==> src/rtl/mag_pkg.sv <==
// Shared definitions for the magnitude datapath: sample width, default alarm
// thresholds, windowed-stats FSM states and small compare helpers.
package mag_pkg;

  localparam int unsigned MAG_W        = 8;
  localparam int unsigned ALARM_HI_DEF = 200;
  localparam int unsigned ALARM_LO_DEF = 180;

  typedef enum logic {
    ACCUM  = 1'b0,
    REPORT = 1'b1
  } state_e;

  function automatic logic [MAG_W-1:0] mag_max(input logic [MAG_W-1:0] a,
                                               input logic [MAG_W-1:0] b);
    return (a > b) ? a : b;
  endfunction

  function automatic logic [MAG_W-1:0] mag_min(input logic [MAG_W-1:0] a,
                                               input logic [MAG_W-1:0] b);
    return (a < b) ? a : b;
  endfunction

endpackage

==> src/rtl/mag_window_stats_if.sv <==
// Sample-in / window-result-out handshake bundle for mag_window_stats.
interface mag_window_stats_if;

  logic                     in_valid;
  logic [mag_pkg::MAG_W-1:0] in_mag;
  logic                     in_ready;
  logic                     clear;
  logic                     out_valid;
  logic                     out_ready;
  logic [mag_pkg::MAG_W-1:0] out_avg;
  logic [mag_pkg::MAG_W-1:0] out_max;
  logic [mag_pkg::MAG_W-1:0] out_min;
  logic                     alarm;

  modport master (
    output in_valid, in_mag, clear, out_ready,
    input  in_ready, out_valid, out_avg, out_max, out_min, alarm
  );

  modport slave (
    input  in_valid, in_mag, clear, out_ready,
    output in_ready, out_valid, out_avg, out_max, out_min, alarm
  );

endinterface

==> src/rtl/mag_alarm_hyst.sv <==
// Registered hysteresis comparator: sets at/above ALARM_HI, clears at/below
// ALARM_LO, holds in between; only evaluated on enabled samples.
module mag_alarm_hyst
  import mag_pkg::*;
#(
  parameter int unsigned ALARM_HI = ALARM_HI_DEF,
  parameter int unsigned ALARM_LO = ALARM_LO_DEF
) (
  input  logic             clk,
  input  logic             rst,
  input  logic             sample_en,
  input  logic [MAG_W-1:0] mag,
  output logic             alarm
);

  localparam logic [MAG_W-1:0] HI = MAG_W'(ALARM_HI);
  localparam logic [MAG_W-1:0] LO = MAG_W'(ALARM_LO);

  logic r_alarm;

  always_ff @(posedge clk) begin
    if (rst) begin
      r_alarm <= 1'b0;
    end else if (sample_en) begin
      if (mag >= HI) begin
        r_alarm <= 1'b1;
      end else if (mag <= LO) begin
        r_alarm <= 1'b0;
      end
    end
  end

  assign alarm = r_alarm;

endmodule

==> src/rtl/mag_window_stats.sv <==
// Windowed average/max/min over 2^LOG2_WIN accepted magnitudes, presented on a
// valid/ready result port, plus a per-sample hysteresis alarm.
module mag_window_stats
  import mag_pkg::*;
#(
  parameter int unsigned LOG2_WIN = 4,
  parameter int unsigned ALARM_HI = ALARM_HI_DEF,
  parameter int unsigned ALARM_LO = ALARM_LO_DEF
) (
  input logic              clk,
  input logic              rst,
  mag_window_stats_if.slave bus
);

  localparam int unsigned WIN   = 1 << LOG2_WIN;
  localparam int unsigned SUM_W = MAG_W + LOG2_WIN;
  localparam int unsigned CNT_W = LOG2_WIN + 1;

  state_e             r_state;
  logic [SUM_W-1:0]   r_sum;
  logic [MAG_W-1:0]   r_max;
  logic [MAG_W-1:0]   r_min;
  logic [CNT_W-1:0]   r_cnt;
  logic               r_out_valid;
  logic [MAG_W-1:0]   r_out_avg;
  logic [MAG_W-1:0]   r_out_max;
  logic [MAG_W-1:0]   r_out_min;

  logic               w_in_ready;
  logic               w_accept;
  logic               w_last;
  logic [SUM_W-1:0]   w_sum_next;
  logic [MAG_W-1:0]   w_max_next;
  logic [MAG_W-1:0]   w_min_next;
  logic               w_alarm;

  // Ready is combinational so reset and clear block acceptance in the same cycle.
  assign w_in_ready = (r_state == ACCUM) && !bus.clear && !rst;
  assign w_accept   = bus.in_valid && w_in_ready;
  assign w_last     = (r_cnt == CNT_W'(WIN - 1));

  // Window stats including the sample offered this cycle.
  assign w_sum_next = r_sum + SUM_W'(bus.in_mag);
  assign w_max_next = mag_max(r_max, bus.in_mag);
  assign w_min_next = mag_min(r_min, bus.in_mag);

  always_ff @(posedge clk) begin
    if (rst) begin
      r_state     <= ACCUM;
      r_sum       <= '0;
      r_max       <= '0;
      r_min       <= '1;
      r_cnt       <= '0;
      r_out_valid <= 1'b0;
      r_out_avg   <= '0;
      r_out_max   <= '0;
      r_out_min   <= '0;
    end else begin
      case (r_state)
        ACCUM: begin
          if (bus.clear) begin
            r_sum <= '0;
            r_max <= '0;
            r_min <= '1;
            r_cnt <= '0;
          end else if (w_accept) begin
            if (w_last) begin
              r_out_avg   <= MAG_W'(w_sum_next >> LOG2_WIN);
              r_out_max   <= w_max_next;
              r_out_min   <= w_min_next;
              r_out_valid <= 1'b1;
              r_sum       <= '0;
              r_max       <= '0;
              r_min       <= '1;
              r_cnt       <= '0;
              r_state     <= REPORT;
            end else begin
              r_sum <= w_sum_next;
              r_max <= w_max_next;
              r_min <= w_min_next;
              r_cnt <= r_cnt + CNT_W'(1);
            end
          end
        end
        REPORT: begin
          // Clear abandons the result; otherwise wait for the consumer.
          if (bus.clear || bus.out_ready) begin
            r_out_valid <= 1'b0;
            r_state     <= ACCUM;
          end
        end
        default: r_state <= ACCUM;
      endcase
    end
  end

  mag_alarm_hyst #(
    .ALARM_HI (ALARM_HI),
    .ALARM_LO (ALARM_LO)
  ) u_alarm (
    .clk       (clk),
    .rst       (rst),
    .sample_en (w_accept),
    .mag       (bus.in_mag),
    .alarm     (w_alarm)
  );

  assign bus.in_ready  = w_in_ready;
  assign bus.out_valid = r_out_valid;
  assign bus.out_avg   = r_out_avg;
  assign bus.out_max   = r_out_max;
  assign bus.out_min   = r_out_min;
  assign bus.alarm     = w_alarm;

endmodule
==> src/flat_wrapper.sv <==
// flat-port wrapper written by rule: the top's interface ports become plain ports
module mag_window_stats_flat import mag_pkg::*;
#(
  parameter int unsigned LOG2_WIN = 4,
  parameter int unsigned ALARM_HI = ALARM_HI_DEF,
  parameter int unsigned ALARM_LO = ALARM_LO_DEF
)
  (clk, rst, bus_in_valid, bus_in_mag, bus_clear, bus_out_ready, bus_in_ready, bus_out_valid, bus_out_avg, bus_out_max, bus_out_min, bus_alarm);
  mag_window_stats_if bus_i ();
  input logic clk;
  input logic rst;
  input wire logic [$bits(bus_i.in_valid)-1:0] bus_in_valid;
  input wire logic [$bits(bus_i.in_mag)-1:0] bus_in_mag;
  input wire logic [$bits(bus_i.clear)-1:0] bus_clear;
  input wire logic [$bits(bus_i.out_ready)-1:0] bus_out_ready;
  output wire logic [$bits(bus_i.in_ready)-1:0] bus_in_ready;
  output wire logic [$bits(bus_i.out_valid)-1:0] bus_out_valid;
  output wire logic [$bits(bus_i.out_avg)-1:0] bus_out_avg;
  output wire logic [$bits(bus_i.out_max)-1:0] bus_out_max;
  output wire logic [$bits(bus_i.out_min)-1:0] bus_out_min;
  output wire logic [$bits(bus_i.alarm)-1:0] bus_alarm;
  assign bus_i.in_valid = bus_in_valid;
  assign bus_i.in_mag = bus_in_mag;
  assign bus_i.clear = bus_clear;
  assign bus_i.out_ready = bus_out_ready;
  assign bus_in_ready = bus_i.in_ready;
  assign bus_out_valid = bus_i.out_valid;
  assign bus_out_avg = bus_i.out_avg;
  assign bus_out_max = bus_i.out_max;
  assign bus_out_min = bus_i.out_min;
  assign bus_alarm = bus_i.alarm;
  mag_window_stats #(.LOG2_WIN(LOG2_WIN), .ALARM_HI(ALARM_HI), .ALARM_LO(ALARM_LO)) u_core (.clk(clk), .rst(rst), .bus(bus_i));
endmodule
==> config.mk <==
export PLATFORM = sky130hd
export DESIGN_NAME = mag_window_stats_flat
export DESIGN_NICKNAME = d
export VERILOG_FILES = /design/src/rtl/mag_pkg.sv /design/src/rtl/mag_window_stats_if.sv /design/src/rtl/mag_alarm_hyst.sv /design/src/rtl/mag_window_stats.sv /design/src/flat_wrapper.sv
export SDC_FILE = /design/constraint.sdc
export NUM_CORES = 1
export LEC_CHECK = 0
export CORE_ASPECT_RATIO = 1.25
export CORE_MARGIN = 3
export CORE_UTILIZATION = 60
export DETAILED_ROUTE_END_ITERATION = 8
export PLACE_DENSITY = 0.85
export RECOVER_POWER = 50
export SETUP_SLACK_MARGIN = 0.02
export SLEW_MARGIN = 25
export SYNTH_ARGS = -nofsm -noshare
export SYNTH_HDL_FRONTEND = slang
export SYNTH_SLANG_ARGS = --single-unit
==> constraint.sdc <==
create_clock -name clk -period 6.1 [get_ports clk]
set_input_delay 0.61 -clock clk [delete_from_list [all_inputs] [get_ports clk]]
set_output_delay 0.61 -clock clk [all_outputs]
set_load 0.01 [all_outputs]
Word level (Yosys, flattened, before mapping)
Cells that the tools add are included.
Widths: inputs -> output; s select.
{"block": "word_totals", "word_cells": 61, "inputBits": 13, "output_inout_bits": 27, "ff_bits": 60}
{"block": "classes", "addsub": 2, "reduce_logical": 12, "n_lt_le_gt_ge": 4, "muxes": 26, "bitwise_logic": 2, "eq_ne": 5}
{"operator": "$mux 8", "count": 8}
{"operator": "$mux 12", "count": 3}
{"operator": "$mux 5", "count": 3}
{"operator": "$add 12x8->12", "count": 1}
{"operator": "$mux 1", "count": 10}
{"operator": "$ge 8x8->1 const B", "count": 1}
{"operator": "$gt 8x8->1", "count": 1}
{"operator": "$le 8x8->1 const B", "count": 1}
{"operator": "$lt 8x8->1", "count": 1}
{"operator": "$reduce_and 4->1", "count": 2}
{"operator": "$ne 2x2->1 const B", "count": 3}
{"operator": "$add 5x1->5 const B", "count": 1}
{"operator": "$eq 5x4->1 const B", "count": 1}
{"operator": "$pmux 1 s2", "count": 2}
{"operator": "$reduce_and 2->1", "count": 2}
{"operator": "$reduce_bool 2->1", "count": 2}
{"operator": "$logic_and 1x1->1", "count": 3}
{"operator": "$logic_not 1->1", "count": 2}
{"operator": "$ne 2x1->1 const B", "count": 1}
{"operator": "$not 1->1", "count": 2}
{"operator": "$logic_or 1x1->1", "count": 1}

Longest topological paths before layout
{"block": "depth", "word_depth": 7, "mapped_depth": 8, "depth_no_buf": 7}

By module
Synthesis repeated with hierarchy kept, for this count alone.
{"block": "unflattened", "cells_unflattened": 332, "hier_area_um2": 3096.7}
{"mod": "mag_window_stats", "instances": 1, "cells_per_inst": 321, "seq_area_each_um2": 1181.1, "area_per_inst_um2": 3009.1}
{"mod": "mag_alarm_hyst", "instances": 1, "cells_per_inst": 11, "seq_area_each_um2": 20.0, "area_per_inst_um2": 87.6}

Worst setup path before layout
OpenSTA, ideal clock, no wires.
{"block": "synth_timing", "path_kind": "input-to-reg", "from": "in bus_in_mag[5]", "to": "reg u_core.r_max[0]", "setup_slack_ns": 3.800, "arrival_time_ns": 2.183, "t_required_ns": 5.983, "setup_time_ns": 0.117, "path_stages": 7, "n_path_buf": 0, "path_cell_list": "inv_1 > ha_1 > a211o_1 > a21oi_1 > nand3_1 > a21o_1 > a32o_1"}
{"block": "synth_between", "elab_chain_cells": 5}
{"element": "start: declaration", "line": "flat_wrapper.sv:13", "rtl": "input wire logic [$bits(bus_i.in_mag)-1:0] bus_in_mag;"}
{"element": "$gt 8x8->1", "line": "mag_pkg.sv:16", "rtl": "return (a > b) ? a : b;"}
{"element": "$mux 8", "line": "mag_pkg.sv:16"}
{"element": "$mux 8", "line": "mag_window_stats.sv:67", "rtl": "if (w_last) begin"}
{"element": "$mux 8", "line": "mag_window_stats.sv:66", "rtl": "end else if (w_accept) begin"}
{"element": "$mux 8", "line": "mag_window_stats.sv:61", "rtl": "if (bus.clear) begin"}
{"element": "end signal: assignment", "line": "mag_window_stats.sv:79", "rtl": "r_max <= w_max_next;"}
{"element": "end: declaration", "line": "mag_window_stats.sv:21", "rtl": "logic [MAG_W-1:0] r_max;"}
Every way passes these cells. The select of a mux whose other input is x is not followed.
A chain may end at the register's enable or synchronous reset.

Final worst setup path
{"block": "layout_timing", "from": "in bus_clear", "to": "reg u_core.r_out_max[1], in the netlist u_core.bus.out_max[1]"}
{"block": "layout_between", "elab_chain_cells": 5, "elab_cells_between_ends": 6, "cone_classes": "bitwise: 1; reduce/logical: 5"}
{"element": "start: declaration", "line": "flat_wrapper.sv:14", "rtl": "input wire logic [$bits(bus_i.clear)-1:0] bus_clear;"}
{"element": "$logic_not 1->1", "line": "mag_window_stats.sv:38", "rtl": "assign w_in_ready = (r_state == ACCUM) && !bus.clear && !rst;"}
{"element": "$logic_and 1x1->1 (2 in a row)", "line": "mag_window_stats.sv:38"}
{"element": "$logic_and 1x1->1", "line": "mag_window_stats.sv:39", "rtl": "assign w_accept = bus.in_valid && w_in_ready;"}
{"element": "$reduce_and 4->1 (no source line) *"}
{"element": "end signal: assignment", "line": "mag_window_stats.sv:69", "rtl": "r_out_max <= w_max_next;"}
{"element": "end: declaration", "line": "mag_window_stats.sv:26", "rtl": "logic [MAG_W-1:0] r_out_max;"}
Mark *: on every way between the ends. The rest lies on a longest branch, timed or not.

==> reports/results.md <==
| Metric | Reported | Unit |
|---|---|---|
| Status | finished with violations | - |
| Violated checks | max-capacitance violations, max-slew violations | - |
| Primary flip-flop cell chosen by synthesis mapping | sky130_fd_sc_hd__dfxtp_1 | - |
| Final count of pins violating max slew | 34 | - |
| Area overhead of the layout relative to synthesis | 18.2 | % |
| Root Driver | sky130_fd_sc_hd__clkbuf_8 | - |
| Setup repair after global routing missed its margin | no | - |
| Inserted Clock Buffers | 9 | - |
| Worst Path Arrival | 4.05 | ns |
| Launch instance of the worst register-to-register path | u_core.r_state | - |
| Routed wire per std cell | 18.1 | µm |
| Static power due to leakage | 1.57 | nW |
| Global-route wire length before repair | 14.5 | mm |
| Nets@finish | 451 | - |
| Register bit count reported by yosys | 60 | - |
| Worst clock skew | 0.00970 | ns |
| Power Total | 0.000982 | W |
| Total number of vias | 3110 | - |
| Layout fillers | 424 | - |
| Routability-driven placement congestion ratio | 0.936 | - |
| Synthesized area divided by synthesized cell count | 8.66 | µm² |
| Proportion of synthesized flip-flops having asynchronous set or reset | 0 | - |
| Number of enable flip-flop cells after synthesis | 0 | - |
| Cell area power density | 252 | nW/µm² |
| Maximum number of pins on one net before global-route repair | 37 | - |
| End point of the worst hold path | u_core.r_cnt[4] | - |
| Maximum level of the CTS H-tree | 3 | - |
| F_max | 0.262 | GHz |
| Antenna violations before repair | 0 | - |
| Count of buffers added by post-CTS timing repair for setup | 0 | - |
| Insertion delay to the later sink of the worst-skew pair | 0.34 | ns |
| Top fanout value on the critical path | 33 | - |
| Total Routing Usage GR | 0.291 | - |
| DRC violation total after the first TritonRoute iteration | 211 | - |
| Post-DR vias/cell | 6.48 | - |
| Largest voltage drop on the vdd net | 0.174 | mV |
| Clock Tree Buf Depth | 2 | - |
| Number of standard cells after synthesis | 381 | - |
| Area of the multi-input gates | 1920 | µm² |
| Max-Cap Viols | 1 | - |
| Mapped Nets | 419 | - |
| Sequential cell area | 1200 | µm² |
| DPL Wire Length | 5.91 | mm |
| Vias in the first global route | 3062 | - |
| Warnings from Yosys | 0 | - |
| Startpoint kind of the worst setup timing path | input pin | - |
| Initial cell density of the core | 0.636 | - |
| Final cycle utilization of the critical path | 0.627 | - |
| Post-Route Hold Slack | 0.452 | ns |
| Post_cts resized | 0 | - |
| Worst slack at placement | 2.58 | ns |
| Class of the most critical setup path | input pin to flop | - |
| Crit path time final | 3.82 | ns |
| FF-to-FF path depth | 4 | - |
| Die Footprint | 6430 | µm² |
| Number of cell rows | 29 | - |
| Final count of negative-setup-slack endpoints | 0 | - |
| Least-Margin Pin Slew | 2.14 | ns |
| Share of cells above drive strength 1 | 0.0478 | - |
| Synth unique cells | 53 | - |
| Post-layout utilization of the core | 0.752 | - |
| Startpoint of the worst hold path | u_core.r_cnt[4] | - |
| ANT cells | 0 | - |
| Number of nets with antenna violations after routing | 0 | - |
| Worst setup slack after layout | 2.28 | ns |
| 1st-pass router iterations | 5 | - |
| Input/output buffers | 39 | - |
| Total length of routed wires | 8.69 | mm |
| Hold Path Cell Cnt | 1 | - |
| Clock slew at the register clock pins of the worst setup and hold paths | 0.07 | ns |
| Most frequent standard cell in the layout excluding fill and tap cells | sky130_fd_sc_hd__nor2_1 | - |
| Core outline area | 5190 | µm² |
| Die span in x | 72.3 | µm |
| Hold Path Class | flop to flop | - |
| Hold-fix buffer count after cts | 0 | - |
| Setup TNS | 0 | ns |
| DRC violation count after routing | 0 | - |
| I/O pins | 40 | - |
| TritonCTS clock tree | done | - |
| Clock sink total | 60 | - |
| Die H | 88.9 | µm |
| Critical path capture point type | flop | - |
| Commonest cells after routing, fill and taps aside | sky130_fd_sc_hd__nor2_1 (64), sky130_fd_sc_hd__dfxtp_1 (60), sky130_fd_sc_hd__dlygate4sd3_1 (28) | - |
| Max_slew headroom | -0.434 | - |
| Reg-to-reg endpoint | u_core.bus.out_max[1] | - |
| Syn Std Cell Area | 3300 | µm² |
| Internal reg-to-reg setup slack | 2.87 | ns |
| Final hold violations | 0 | - |
| Critical path required time | 6.32 | ns |
| Residual overflow from global routing | 0 | - |
| Proportion of synthesized chip area in sequential cells | 0.364 | - |
-- area by class of cell --
type,instances,area share
clock inverter,4,0.0244
inverter,13,0.0125
tap,62,0.0199
clock buffer,12,0.0398
multi-input combinational,288,0.493
timing repair buffer,41,0.103
sequential,60,0.308
-- report_power, final --
group          internal (W)  switching [W]
clock network      0.000293       0.000160
logic             0.0000466      0.0000758
registers          0.000400     0.00000659
total              0.000740       0.000242
-- through the flow --
| stage | cell area, µm² | instances |
|---|---|---|
| 3_5_place_dp | 3680 | 464 |
| 2_1_floorplan | 3300 | 381 |
| 6_report | 3900 | 480 |
| 4_1_cts | 3930 | 480 |
| 3_3_place_gp | 3680 | 464 |
| 5_1_grt | 3900 | 480 |
-- state kept, by name, summed over array words and instances (netlist names) --
| name | cells |
|---|---|
| u_core.r_state | 1 |
| u_core.r_cnt | 5 |
| u_core.r_max | 8 |
| u_core.bus.out_avg | 8 |
| u_core.bus.out_min | 8 |
| u_core.r_sum | 12 |
| u_core.u_alarm.alarm | 1 |
| u_core.bus.out_valid | 1 |
| u_core.bus.out_max | 8 |
| u_core.r_min | 8 |
-- cell usage after synthesis, types with 2 or more instances --
cell | n | area (µm²)
sky130_fd_sc_hd__mux2i_1 | 9 | 90.1
sky130_fd_sc_hd__nor3_1 | 8 | 40.0
sky130_fd_sc_hd__nand4_1 | 3 | 18.8
sky130_fd_sc_hd__a211o_1 | 2 | 17.5
sky130_fd_sc_hd__and3_1 | 4 | 25.0
sky130_fd_sc_hd__a211oi_1 | 6 | 45.0
sky130_fd_sc_hd__xor2_1 | 6 | 52.6
sky130_fd_sc_hd__nand2_1 | 21 | 78.8
sky130_fd_sc_hd__and2_1 | 2 | 12.5
sky130_fd_sc_hd__a2111oi_0 | 11 | 96.3
sky130_fd_sc_hd__o21a_1 | 4 | 30.0
sky130_fd_sc_hd__nand3_1 | 14 | 70.1
sky130_fd_sc_hd__buf_2 | 7 | 35.0
sky130_fd_sc_hd__nor2_1 | 63 | 236
sky130_fd_sc_hd__xnor2_1 | 3 | 26.3
sky130_fd_sc_hd__clkbuf_1 | 9 | 33.8
sky130_fd_sc_hd__nand3b_1 | 2 | 15.0
sky130_fd_sc_hd__o21bai_1 | 2 | 15.0
sky130_fd_sc_hd__nor2b_1 | 3 | 18.8
sky130_fd_sc_hd__buf_6 | 2 | 22.5
sky130_fd_sc_hd__inv_1 | 13 | 48.8
sky130_fd_sc_hd__o31ai_1 | 2 | 15.0
sky130_fd_sc_hd__ha_1 | 24 | 300
sky130_fd_sc_hd__a21o_1 | 7 | 52.6
sky130_fd_sc_hd__o21ai_0 | 19 | 95.1
sky130_fd_sc_hd__a2111oi_1 | 5 | 50.1
sky130_fd_sc_hd__a32o_1 | 9 | 90.1
sky130_fd_sc_hd__o2111ai_1 | 2 | 17.5
sky130_fd_sc_hd__a21oi_1 | 20 | 100
sky130_fd_sc_hd__a311oi_1 | 10 | 87.6
sky130_fd_sc_hd__o211ai_1 | 5 | 37.5
sky130_fd_sc_hd__dfxtp_1 | 60 | 1200
sky130_fd_sc_hd__a22o_1 | 4 | 35.0
-- critical path, cell delays in order --
cell	delay, ns
sky130_fd_sc_hd__dlygate4sd3_1	0.67
sky130_fd_sc_hd__or4b_1	0.63
sky130_fd_sc_hd__nor2_1	1.62
sky130_fd_sc_hd__nor2_1	0.07
sky130_fd_sc_hd__a2111oi_0	0.44
-- per-layer routing --
metal	track usage	part of all wire	vias up
li1	-	-	1492
met1	0.335	0.41	1458
met2	0.492	0.50	129
met3	0.0742	0.054	31
met4	0.159	0.035	0
met5	0	0	-
-- cell families after synthesis --
kind of cell    after synthesis  share of synthesized area
flops                        60                      0.364
mux                           9                     0.0273
simple gates                129                      0.185
buf+inv                      33                     0.0459
fa+ha+maj                    25                     0.0970
xor+xnor                      9                     0.0239
compound gates              116                      0.257
-- worst max path at each step --
stage                             to  slack (ns)          start  cells after the start
6_report       u_core.bus.out_max[1]        2.28      bus_clear                      5
5_1_grt        u_core.bus.out_max[3]        1.91      bus_clear                      5
4_1_cts              u_core.r_min[6]        2.90  bus_in_mag[1]                      8
3_5_place_dp         u_core.r_min[6]        2.58  bus_in_mag[1]                      8
3_3_place_gp         u_core.r_min[4]        2.66  bus_in_mag[1]                      8
2_1_floorplan        u_core.r_max[0]        3.80  bus_in_mag[5]                      7
Note: power is estimated with default switching activity, not from simulation.
